===== config.mk =====
export PLATFORM = sky130hd
export DESIGN_NAME = commit_check_sched_flat
export DESIGN_NICKNAME = d
export VERILOG_FILES = /design/src/rtl/commit_check_sched_if.sv /design/src/rtl/commit_check_sched.sv /design/src/flat_wrapper.sv
export SDC_FILE = /design/constraint.sdc
export NUM_CORES = 1
export LEC_CHECK = 0
export CAP_MARGIN = 20
export CORE_UTILIZATION = 40
export CTS_CLUSTER_SIZE = 12
export DETAILED_ROUTE_END_ITERATION = 8
export PLACE_DENSITY = 0.63
export SLEW_MARGIN = 20
export SYNTH_ARGS = -nofsm -noshare
export SYNTH_HDL_FRONTEND = slang
export SYNTH_SLANG_ARGS = --single-unit
export TNS_END_PERCENT = 20

===== constraint.sdc =====
create_clock -name clk -period 25.8 [get_ports clk]
set_input_delay 5.16 -clock clk [delete_from_list [all_inputs] [get_ports clk]]
set_output_delay 5.16 -clock clk [all_outputs]
set_load 0.01 [all_outputs]

===== src/rtl/commit_check_sched_if.sv =====
// Bundle of commit-checker signals: HDL-side record stream, model-side record stream,
// and the comparison/status outputs.
interface commit_check_sched_if #(
  parameter int DEPTH = 8,
  parameter int CNT_W = 32
);
  localparam int PTR_W = $clog2(DEPTH);

  logic             dut_valid;
  logic [191:0]     dut_rec;
  logic             dut_ready;
  logic             mdl_valid;
  logic [191:0]     mdl_rec;
  logic             mdl_ready;
  logic             cmp_valid;
  logic [5:0]       cmp_mask;
  logic [31:0]      cmp_pc;
  logic [CNT_W-1:0] checked_cnt;
  logic [CNT_W-1:0] mismatch_cnt;
  logic [PTR_W:0]   pending;
  logic             halted;

  modport master (
    output dut_valid, dut_rec, mdl_valid, mdl_rec,
    input  dut_ready, mdl_ready, cmp_valid, cmp_mask, cmp_pc,
           checked_cnt, mismatch_cnt, pending, halted
  );

  modport slave (
    input  dut_valid, dut_rec, mdl_valid, mdl_rec,
    output dut_ready, mdl_ready, cmp_valid, cmp_mask, cmp_pc,
           checked_cnt, mismatch_cnt, pending, halted
  );
endinterface


===== src/rtl/commit_check_sched.sv =====
// Buffers HDL commit records in a FIFO and compares each, in order, against the
// reference-model record; reports per-field mismatch masks and saturating counters.
module commit_check_sched #(
  parameter int DEPTH            = 8,
  parameter int CNT_W            = 32,
  parameter int STOP_ON_MISMATCH = 1
) (
  input logic                 clk,
  input logic                 reset,
  commit_check_sched_if.slave bus
);
  localparam int PTR_W = $clog2(DEPTH);
  localparam logic [PTR_W-1:0] PTR_ONE = 1;
  localparam logic [PTR_W:0]   OCC_ONE = 1;
  localparam logic [PTR_W:0]   OCC_FULL = DEPTH[PTR_W:0];
  localparam logic [CNT_W-1:0] CNT_ONE = 1;

  typedef enum logic {ST_RUN, ST_HALT} state_t;

  logic [191:0]     mem_q [DEPTH];
  logic [PTR_W-1:0] wr_ptr_q, rd_ptr_q;
  logic [PTR_W:0]   count_q, count_d;
  state_t           state_q;
  logic             halted_q;
  logic             cmp_valid_q;
  logic [5:0]       cmp_mask_q;
  logic [31:0]      cmp_pc_q;
  logic [CNT_W-1:0] checked_q, mismatch_q;

  logic         push, pop;
  logic         dut_ready_d, mdl_ready_d;
  logic [191:0] head;
  logic [5:0]   mask_d;

  // Readiness depends only on registered state, never on the same-cycle valids.
  assign dut_ready_d = (count_q != OCC_FULL);
  assign mdl_ready_d = (state_q == ST_RUN) && (count_q != '0);
  assign push        = bus.dut_valid && dut_ready_d;
  assign pop         = bus.mdl_valid && mdl_ready_d;
  assign head        = mem_q[rd_ptr_q];

  // Field gi occupies record bits [32*gi +: 32]; b_address is field 0, pc is field 5.
  generate
    for (genvar gi = 0; gi < 6; gi++) begin : g_field_cmp
      assign mask_d[gi] = (head[gi*32 +: 32] != bus.mdl_rec[gi*32 +: 32]);
    end
  endgenerate

  always_comb begin
    count_d = count_q;
    if (push && !pop)      count_d = count_q + OCC_ONE;
    else if (!push && pop) count_d = count_q - OCC_ONE;
  end

  always_ff @(posedge clk) begin
    if (push) mem_q[wr_ptr_q] <= bus.dut_rec;
  end

  always_ff @(posedge clk) begin
    if (reset) begin
      wr_ptr_q    <= '0;
      rd_ptr_q    <= '0;
      count_q     <= '0;
      state_q     <= ST_RUN;
      halted_q    <= 1'b0;
      cmp_valid_q <= 1'b0;
      cmp_mask_q  <= '0;
      cmp_pc_q    <= '0;
      checked_q   <= '0;
      mismatch_q  <= '0;
    end else begin
      cmp_valid_q <= 1'b0;
      count_q     <= count_d;
      if (push) wr_ptr_q <= wr_ptr_q + PTR_ONE;
      if (pop)  rd_ptr_q <= rd_ptr_q + PTR_ONE;
      case (state_q)
        ST_RUN: begin
          if (pop) begin
            cmp_valid_q <= 1'b1;
            cmp_mask_q  <= mask_d;
            cmp_pc_q    <= head[191:160];
            if (checked_q != {CNT_W{1'b1}}) checked_q <= checked_q + CNT_ONE;
            if (mask_d != '0) begin
              if (mismatch_q != {CNT_W{1'b1}}) mismatch_q <= mismatch_q + CNT_ONE;
              if (STOP_ON_MISMATCH != 0) begin
                state_q  <= ST_HALT;
                halted_q <= 1'b1;
              end
            end
          end
        end
        ST_HALT: begin
          state_q  <= ST_HALT;
          halted_q <= 1'b1;
        end
        default: begin
          state_q  <= ST_RUN;
          halted_q <= 1'b0;
        end
      endcase
    end
  end

  assign bus.dut_ready    = dut_ready_d;
  assign bus.mdl_ready    = mdl_ready_d;
  assign bus.cmp_valid    = cmp_valid_q;
  assign bus.cmp_mask     = cmp_mask_q;
  assign bus.cmp_pc       = cmp_pc_q;
  assign bus.checked_cnt  = checked_q;
  assign bus.mismatch_cnt = mismatch_q;
  assign bus.pending      = count_q;
  assign bus.halted       = halted_q;
endmodule


===== src/flat_wrapper.sv =====
// flat-port wrapper written by rule: the top's interface ports become plain ports
module commit_check_sched_flat 
#(
  parameter int DEPTH            = 8,
  parameter int CNT_W            = 32,
  parameter int STOP_ON_MISMATCH = 1
)
  (clk, reset, bus_dut_valid, bus_dut_rec, bus_mdl_valid, bus_mdl_rec, bus_dut_ready, bus_mdl_ready, bus_cmp_valid, bus_cmp_mask, bus_cmp_pc, bus_checked_cnt, bus_mismatch_cnt, bus_pending, bus_halted);
  commit_check_sched_if #(.DEPTH(DEPTH), .CNT_W(CNT_W)) bus_i ();
  input logic clk;
  input logic reset;
  input wire logic [$bits(bus_i.dut_valid)-1:0] bus_dut_valid;
  input wire logic [$bits(bus_i.dut_rec)-1:0] bus_dut_rec;
  input wire logic [$bits(bus_i.mdl_valid)-1:0] bus_mdl_valid;
  input wire logic [$bits(bus_i.mdl_rec)-1:0] bus_mdl_rec;
  output wire logic [$bits(bus_i.dut_ready)-1:0] bus_dut_ready;
  output wire logic [$bits(bus_i.mdl_ready)-1:0] bus_mdl_ready;
  output wire logic [$bits(bus_i.cmp_valid)-1:0] bus_cmp_valid;
  output wire logic [$bits(bus_i.cmp_mask)-1:0] bus_cmp_mask;
  output wire logic [$bits(bus_i.cmp_pc)-1:0] bus_cmp_pc;
  output wire logic [$bits(bus_i.checked_cnt)-1:0] bus_checked_cnt;
  output wire logic [$bits(bus_i.mismatch_cnt)-1:0] bus_mismatch_cnt;
  output wire logic [$bits(bus_i.pending)-1:0] bus_pending;
  output wire logic [$bits(bus_i.halted)-1:0] bus_halted;
  assign bus_i.dut_valid = bus_dut_valid;
  assign bus_i.dut_rec = bus_dut_rec;
  assign bus_i.mdl_valid = bus_mdl_valid;
  assign bus_i.mdl_rec = bus_mdl_rec;
  assign bus_dut_ready = bus_i.dut_ready;
  assign bus_mdl_ready = bus_i.mdl_ready;
  assign bus_cmp_valid = bus_i.cmp_valid;
  assign bus_cmp_mask = bus_i.cmp_mask;
  assign bus_cmp_pc = bus_i.cmp_pc;
  assign bus_checked_cnt = bus_i.checked_cnt;
  assign bus_mismatch_cnt = bus_i.mismatch_cnt;
  assign bus_pending = bus_i.pending;
  assign bus_halted = bus_i.halted;
  commit_check_sched #(.DEPTH(DEPTH), .CNT_W(CNT_W), .STOP_ON_MISMATCH(STOP_ON_MISMATCH)) u_core (.clk(clk), .reset(reset), .bus(bus_i));
endmodule

# Word-level counts from Yosys, hierarchy flattened
# Memories as Yosys holds them, arrays and structs flattened. A register that Yosys moved wholly into a read port is not among the register bits.
# Index checks and enable logic that the tools add are counted.
[classes]
shift = 0
add_sub_neg = 6
n_lt_le_gt_ge = 0
n_reduce_logical = 15
eq_ne = 11
div = 0
bitwise_logic = 1
mul = 0
mux = 13
[op_table]
columns = ["operator", "count"]
rows = [
  ["$ne A32 B32 Y1", 6],
  ["$add A32 B1 Y32 const B", 2],
  ["$ne A32 B32 Y1 const B", 2],
  ["$mux W4", 2],
  ["$mux W1", 7],
  ["$add A3 B1 Y3 const B", 2],
  ["$mux W3", 2],
  ["$reduce_bool A6 Y1", 1],
  ["$logic_and A1 B1 Y1", 5],
  ["$add A4 B1 Y4 const B", 1],
  ["$ne A4 B4 Y1 const B", 1],
  ["$pmux W1 S2", 2],
  ["$reduce_and A2 Y1", 2],
  ["$reduce_and A4 Y1", 1],
  ["$reduce_bool A4 Y1", 1],
  ["$sub A4 B1 Y4 const B", 1],
  ["$reduce_and A3 Y1", 1],
  ["$logic_not A1 Y1", 2],
  ["$ne A2 B1 Y1 const B", 1],
  ["$ne A2 B2 Y1 const B", 1],
  ["$reduce_bool A2 Y1", 1],
  ["$reduce_or A2 Y1", 1],
  ["$not A1 Y1", 1],
]
[totals]
elab_cells = 57
ram_bits = 1536
out_inout_bits = 110
memories = 1
rom_bits = 0
regBits = 115
in_bits = 388
latch_bits = 0
[memory_table]
columns = ["memory", "depth", "word_bits", "read_ports", "rd_ports_with_merged_regs", "wr", "line_no", "text"]
rows = [
  ["u_core.mem_q", 8, 192, 1, 1, 1, "commit_check_sched.sv:20", "logic [191:0] mem_q [DEPTH];"],
]

# Logic depth before layout (Yosys ltp)
# Gate-level depths: netlist (run 1).
[logic_depth]
word_depth = 6
ltp_mapped = 16
ltp_nobuf = 12

# Worst setup path before layout (run 1)
# Ideal clock, no wire load.
[synth_path]
path_kind = "input to register"
from = "input port bus_dut_valid"
to = "memory u_core.mem_q[2][0], enable pin"
path_stages = 2
path_slack_ns = -0.251
required_ns = 24.520
arrival_ns = 24.771
path_buffers = 0
setup_time_ns = 1.280
path_cell_list = "nand2_1 -> nor4b_1"
[synth_between]
elab_chain_cells = 3
[synth_lines]
columns = ["item", "line_no", "text"]
rows = [
  ["from (decl)", "flat_wrapper.sv:12", "input wire logic [$bits(bus_i.dut_valid)-1:0] bus_dut_valid;"],
  ["$logic_and A1 B1 Y1", "commit_check_sched.sv:38", "assign push = bus.dut_valid && dut_ready_d;"],
  ["$mux W1", "commit_check_sched.sv:56", "if (push) mem_q[wr_ptr_q] <= bus.dut_rec;"],
  ["$mux W1 (implied by the code)", "commit_check_sched.sv:56", ""],
  ["to (decl)", "commit_check_sched.sv:20", ""],
]
# No other way between the ends.

# Worst setup path in the final report (run 1)
[layout_path]
from = "input port bus_mdl_rec[10]"
to = "register u_core.mismatch_q[17], in the netlist u_core.bus.mismatch_cnt[17]"
[layout_between]
elab_chain_cells = 3
[layout_lines]
columns = ["item", "line_no", "text"]
rows = [
  ["from (decl)", "flat_wrapper.sv:15", "input wire logic [$bits(bus_i.mdl_rec)-1:0] bus_mdl_rec;"],
  ["$ne A32 B32 Y1", "commit_check_sched.sv:45", "assign mask_d[gi] = (head[gi*32 +: 32] != bus.mdl_rec[gi*32 +: 32]);"],
  ["$reduce_bool A6 Y1", "commit_check_sched.sv:83", "if (mask_d != '0) begin"],
  ["$reduce_and A4 Y1 (no line)", "n/a", ""],
  ["to (signal assigned)", "commit_check_sched.sv:84", "if (mismatch_q != {CNT_W{1'b1}}) mismatch_q <= mismatch_q + CNT_ONE;"],
  ["to (decl)", "commit_check_sched.sv:28", "logic [CNT_W-1:0] checked_q, mismatch_q;"],
]
# No other way between the ends.
# A chain may end at the register's enable or synchronous reset.

==> results.toml, run 1 <==
[floorplanning]
die_h_um = 404.9
io_pins = 498
fp.dieW_um = 404.9
core_region_area_um2 = 160900
die_area_um2 = 163900
rows = 147
initial_utilization_pct = 40.35

[worst_setup_path]
max_stage_delay_ps = 1010
path_cells = "clkdlybuf4s50_1 -> xnor2_1 -> nor4_4 -> nand4_1 -> nor4_1 -> nand3_1 -> nor4_4 -> buf_4 -> nor4_1 -> mux2_1"
critPathBufInv = 2
crit_arrival_ps = 9430
cp_top_family = "simple AND/OR/NAND/NOR gates"
critPathCaptureType = "flip-flop"
cpMaxStageDelayCell = "nor4_1"
crit_fanout = 45
cp-start-kind = "input port"
critPathKind = "input port to flip-flop"
critPathRequiredTime_ps = 26460

[clock_network]
clockRootBuffer = "clkbuf_16"
cts_setup_buffers = 0
insertion_delay_ps = 820
cts_buffer_depth = 3
clock-sinks = 1654
cts_resized = 0
cts_made_buffers = 175
cts_tree = "done"
postCtsHoldBufs = 0
cts_htree_levels = 4
clk_pin_slew_ps = 60

[timing]
finalSetupViolCount = 0
maxSlewViolCount = 0
whs_ps = 478.2
hold_violations = 0
post-route-min-period_ps = 8767
fin_tns_setup_ps = 0
rsz0062_at_grt = "false"
slew_headroom_pct = 21.86
clock.fmax_mhz = 114.1
worstMarginPinSlew_ps = 1172
fin_crit_sh_pct = 33.98
finalClockSkew_ps = 47.98

[power_and_ir_drop]
power_w = 0.006856
ir_drop_v = 0.00007049
p_leak_nw = 24.09
p_per_area_nw_per_um2 = 87.92

[grt]
grt_overflow = 0
grt_pass1_vias = 33240
grt_pass1_wl_um = 235300
antenna_found_initial = 74
grt_max_degree = 121
grt_use_total_pct = 20.15

[place]
place.gp.congestion = 0.7854
hpwl_um = 101600
port_buffers = 497

[cells_and_area]
nets = 4285
area_growth_pct = 20.10
final_common_cell = "edfxtp_1"
drive_above_1_share_pct = 16.67
fin_util_pct = 48.46
most-common-layout-cells = "edfxtp_1 (1,536), clkdlybuf4s50_1 (496), mux4_2 (292), mux2i_1 (264), clkbuf_16 (175)"

[flow_run]
cap_violations = 0

[synth]
synth.area.top_cells = "edfxtp_1 (71%), mux4_2 (10%), mux2i_1 (4.1%)"
avgSynthCellArea_um2 = 19.64
synth_edf_count = 1536
yosysWarnings = 0
synth_nets = 3702
ys.flop_type = "edfxtp_1"
async_flop_share_pct = 0
syn_area_um2 = 64930
ys_ff_latch = 1654
syn_inst = 3306
yosysTopAreaCell = "edfxtp_1"
synth_top_cell_area_share_pct = 71.03
synth_cell_type_count = 56
seq_area_frac_synth_pct = 74.67

[drt]
dr.first_iter.drc_count = 2424
via_per_inst = 5.360
wl_per_cell_um = 26.88
firstDrtPassIters = 8
vias = 33180
detail-route-antenna-nets = 0
finalWirelength_um = 166400
route.detailed.drc = 0

[run_status]
outcome = "completed"

[min_path]
hp-class = "flip-flop to flip-flop"
## synth_stat cells, drive strengths merged, types with 34 or more instances
cell type  count
dfxtp        118
clkbuf        40
buf          114
mux4         292
mux2          75
nand2         74
mux2i        264
a21oi         39
xor2          44
nor4          45
nor2         129
nand3         41
xnor2        171
o22ai         34
edfxtp      1536
## kinds of logic after synthesis
kind of cell / after synthesis / share of synthesized area (%)
mux: 631 / 15.50
simple gates: 435 / 3.366
flops: 1654 / 74.67
buf+inv: 166 / 1.332
xor+xnor: 215 / 2.900
compound gates: 197 / 2.066
fa+ha+maj: 8 / 0.1657
## stage by stage
stage | area, um^2 | worst slack, ps | instances
after floorplan | 64940 | 1278 | 3306
after global placement | 72460 | 15570 | 5871
after detailed placement | 72490 | 16060 | 5871
after CTS | 77940 | 16900 | 6177
after global routing | 77970 | 16830 | 6185
final | 77980 | 17030 | 6191
## registers in the layout, summed over array words and instances, names as in the netlist, 3 cells and up, named ones only
| name | count |
|---|---|
| u_core.bus.checked_cnt | 32 |
| u_core.bus.pending | 4 |
| u_core.rd_ptr_q | 3 |
| u_core.bus.mismatch_cnt | 32 |
| u_core.bus.cmp_pc | 32 |
| u_core.mem_q | 1536 |
| u_core.wr_ptr_q | 3 |
| u_core.bus.cmp_mask | 6 |
## power breakdown
part           total (W)  switching, W  internal [W]  leakage [nW]
Sequential       0.00318     0.0000687       0.00312          14.9
Combinational    0.00127      0.000709      0.000563          6.55
Clock            0.00240       0.00104       0.00136          2.63
Total            0.00686       0.00182       0.00504          24.1
## worst paths after layout
check | from | end | slack (ps) | cells after the start
setup / recovery | bus_mdl_rec[10] | u_core.bus.mismatch_cnt[17] | 17030 | 10
hold / removal | u_core.rd_ptr_q[1] | flip-flop | 480 | 2
setup reg to reg | flip-flop | u_core.bus.mismatch_cnt[17] | 18800 | 14
hold reg to reg | u_core.rd_ptr_q[1] | flip-flop | 480 | 2
## metal layers
| metal | track usage (%) | part of all wire, % | vias up |
|---|---|---|---|
| met5 | 0 | 0.35 | - |
| met4 | 6.599 | 2.8 | 92 |
| met3 | 6.746 | 9.0 | 316 |
| met2 | 31.72 | 47 | 1052 |
| met1 | 26.23 | 41 | 17150 |
| li1 | - | - | 14570 |
## area by class of cell
class / count / area, um^2
clock buffers: 229 / 4602
inverters: 12 / 47.55
clock inverters: 77 / 854.6
multi-input cells: 1486 / 15700
flip-flops and latches: 1654 / 48500
diodes: 13 / 32.53
repair buffers: 560 / 5545
fillers: 13290 / 82950
well taps: 2160 / 2703
## worst min-delay path: cells and delay by family, from the launching register on
kind             cells  cell delay [ps]
AO/OA/AOI/OAI        1               60
flip-flops           1              320
AND/OR/NAND/NOR      1               50
Note: power is estimated with default switching activity, not from simulation.
==> run 2, diff against run 1 <==
PLACE_DENSITY = 0.61   (was 0.63)
clock period = 8.73 ns   (was 25.8 ns; I/O delays follow)
==> results.toml, run 2 (synthesized netlist as in run 1, its figures left out) <==
[cells_and_area]
multiInputGateArea_um2 = 15720
drive_above_1_share_pct = 16.52
regArea_um2 = 48500
fillCellCount = 13270
area_growth_pct = 20.39
fin_util_pct = 48.57
regMostFlops = "u_core.mem_q"
most-common-layout-cells = "edfxtp_1 (1,536), clkdlybuf4s50_1 (496), mux4_2 (292), mux2i_1 (264), clkbuf_16 (176)"
final_common_cell = "edfxtp_1"
fin_area_um2 = 78170
nets = 4289
largest_reg_flops = 1536

[run_status]
outcome = "completed"

[timing]
hold_violations = 0
worstMarginPinSlew_ps = 1185
whs_ps = 460.8
finalSetupViolCount = 0
slew_headroom_pct = 20.64
clock.fmax_mhz = 156.2
fin_crit_sh_pct = 73.32
post-route-min-period_ps = 6401
rsz0062_at_grt = "false"
fin_tns_setup_ps = 0
finalClockSkew_ps = 45.66
maxSlewViolCount = 0

[worst_setup_path]
critPathRequiredTime_ps = 9390
cp-start-kind = "flip-flop"
crit_arrival_ps = 7060
crit_fanout = 39
critPathKind = "flip-flop to flip-flop"
path_cells = "buf_4 -> mux4_2 -> mux2i_1 -> xnor2_1 -> nor4_1 -> nand4_1 -> nor4_2 -> nand2_1 -> nor4_4 -> buf_4 -> nor4_1 -> mux2_1"
critPathCaptureType = "flip-flop"
max_stage_delay_ps = 940
cpMaxStageDelayCell = "dfxtp_4"

[grt]
grt_pass1_wl_um = 239000
grt_pass1_vias = 33090
antenna_found_initial = 59
grt_overflow = 0
grt_max_degree = 109
grt_use_total_pct = 20.44

[drt]
via_per_inst = 5.345
detail-route-antenna-nets = 0
wl_per_cell_um = 27.13
firstDrtPassIters = 5
route.detailed.drc = 0
vias = 33130
dr.first_iter.drc_count = 2805
finalWirelength_um = 168100

[clock_network]
clk_pin_slew_ps = 60
clock-sinks = 1654
clockRootBuffer = "clkbuf_16"
cts_htree_levels = 4
cts_made_buffers = 176
postCtsHoldBufs = 0
cts_resized = 0
cts_buffer_depth = 3
cts_setup_buffers = 0
insertion_delay_ps = 810
cts_tree = "done"

[floorplanning]
die_h_um = 404.9
io_pins = 498
initial_utilization_pct = 40.35
core_region_area_um2 = 160900
die_area_um2 = 163900
rows = 147
fp.dieW_um = 404.9

[flow_run]
cap_violations = 0

[power_and_ir_drop]
ir_drop_v = 0.0002078
p_per_area_nw_per_um2 = 259.6
power_w = 0.02030
p_leak_nw = 24.11

[min_path]
hp-class = "flip-flop to flip-flop"

[place]
port_buffers = 497
place_area_um2 = 72690
place.gp.congestion = 0.7854
hpwl_um = 101400
-- run 2: cell types whose count changed in the layout (fill, tap and decap cells not counted), sizes merged --
cell and delta:
clkinvlp +2, inv +4, diode -1, bufinv -2, clkbuf +1, buf +3
-- run 2: worst max-delay path, delay by kind of cell (launching register included) --
family / cells / cell delay (ps)
DFF: 1 / 940
xor gates and xnor gates: 1 / 160
buffers and inverters: 2 / 780
muxes: 3 / 1140
and+or+nand+nor: 6 / 3130
-- run 2: power breakdown --
group	internal [W]	leakage, nW	total (W)	switching, W
sequential	0.00921	14.9	0.00942	0.000210
clock	0.00397	2.61	0.00709	0.00312
combinational	0.00168	6.61	0.00379	0.00210
-- run 2: area by class of cell --
cell class | count | area share [%]
Multi-Input combinational cell | 1486 | 20.10
Timing Repair Buffer | 563 | 7.331
Sequential cell | 1654 | 62.04
Antenna cell | 12 | 0.03841
Clock buffer | 230 | 5.906
Inverter | 12 | 0.06082
Clock inverter | 81 | 1.064
Tap cell | 2160 | 3.457
-- run 2: through the flow --
| step | std cells | setup WS, ps |
|---|---|---|
| after floorplan | 3306 | -2271 |
| after global placement | 5875 | 1891 |
| after detailed placement | 5875 | 1821 |
| after CTS | 6186 | 1797 |
| after global routing | 6189 | 1791 |
| final | 6198 | 2329 |
-- run 2: per-layer routing --
metal	GRT usage [%]	vias up	wire length [um]
met5	0	-	423
met4	4.320	66	2356
met3	5.183	261	11990
met2	33.09	992	81450
met1	27.87	17220	71920
li1	-	14600	-
-- run 2: worst paths after layout --
path                                                     to             startpoint  cells past startpoint  slack, ps
worst max-delay path            u_core.bus.mismatch_cnt[19]              flip-flop                     12       2330
worst min-delay path                  u_core.bus.cmp_pc[23]  u_core.bus.cmp_pc[23]                      2        460
worst max register to register  u_core.bus.mismatch_cnt[19]              flip-flop                     12       2330
worst min register to register        u_core.bus.cmp_pc[23]  u_core.bus.cmp_pc[23]                      2        460
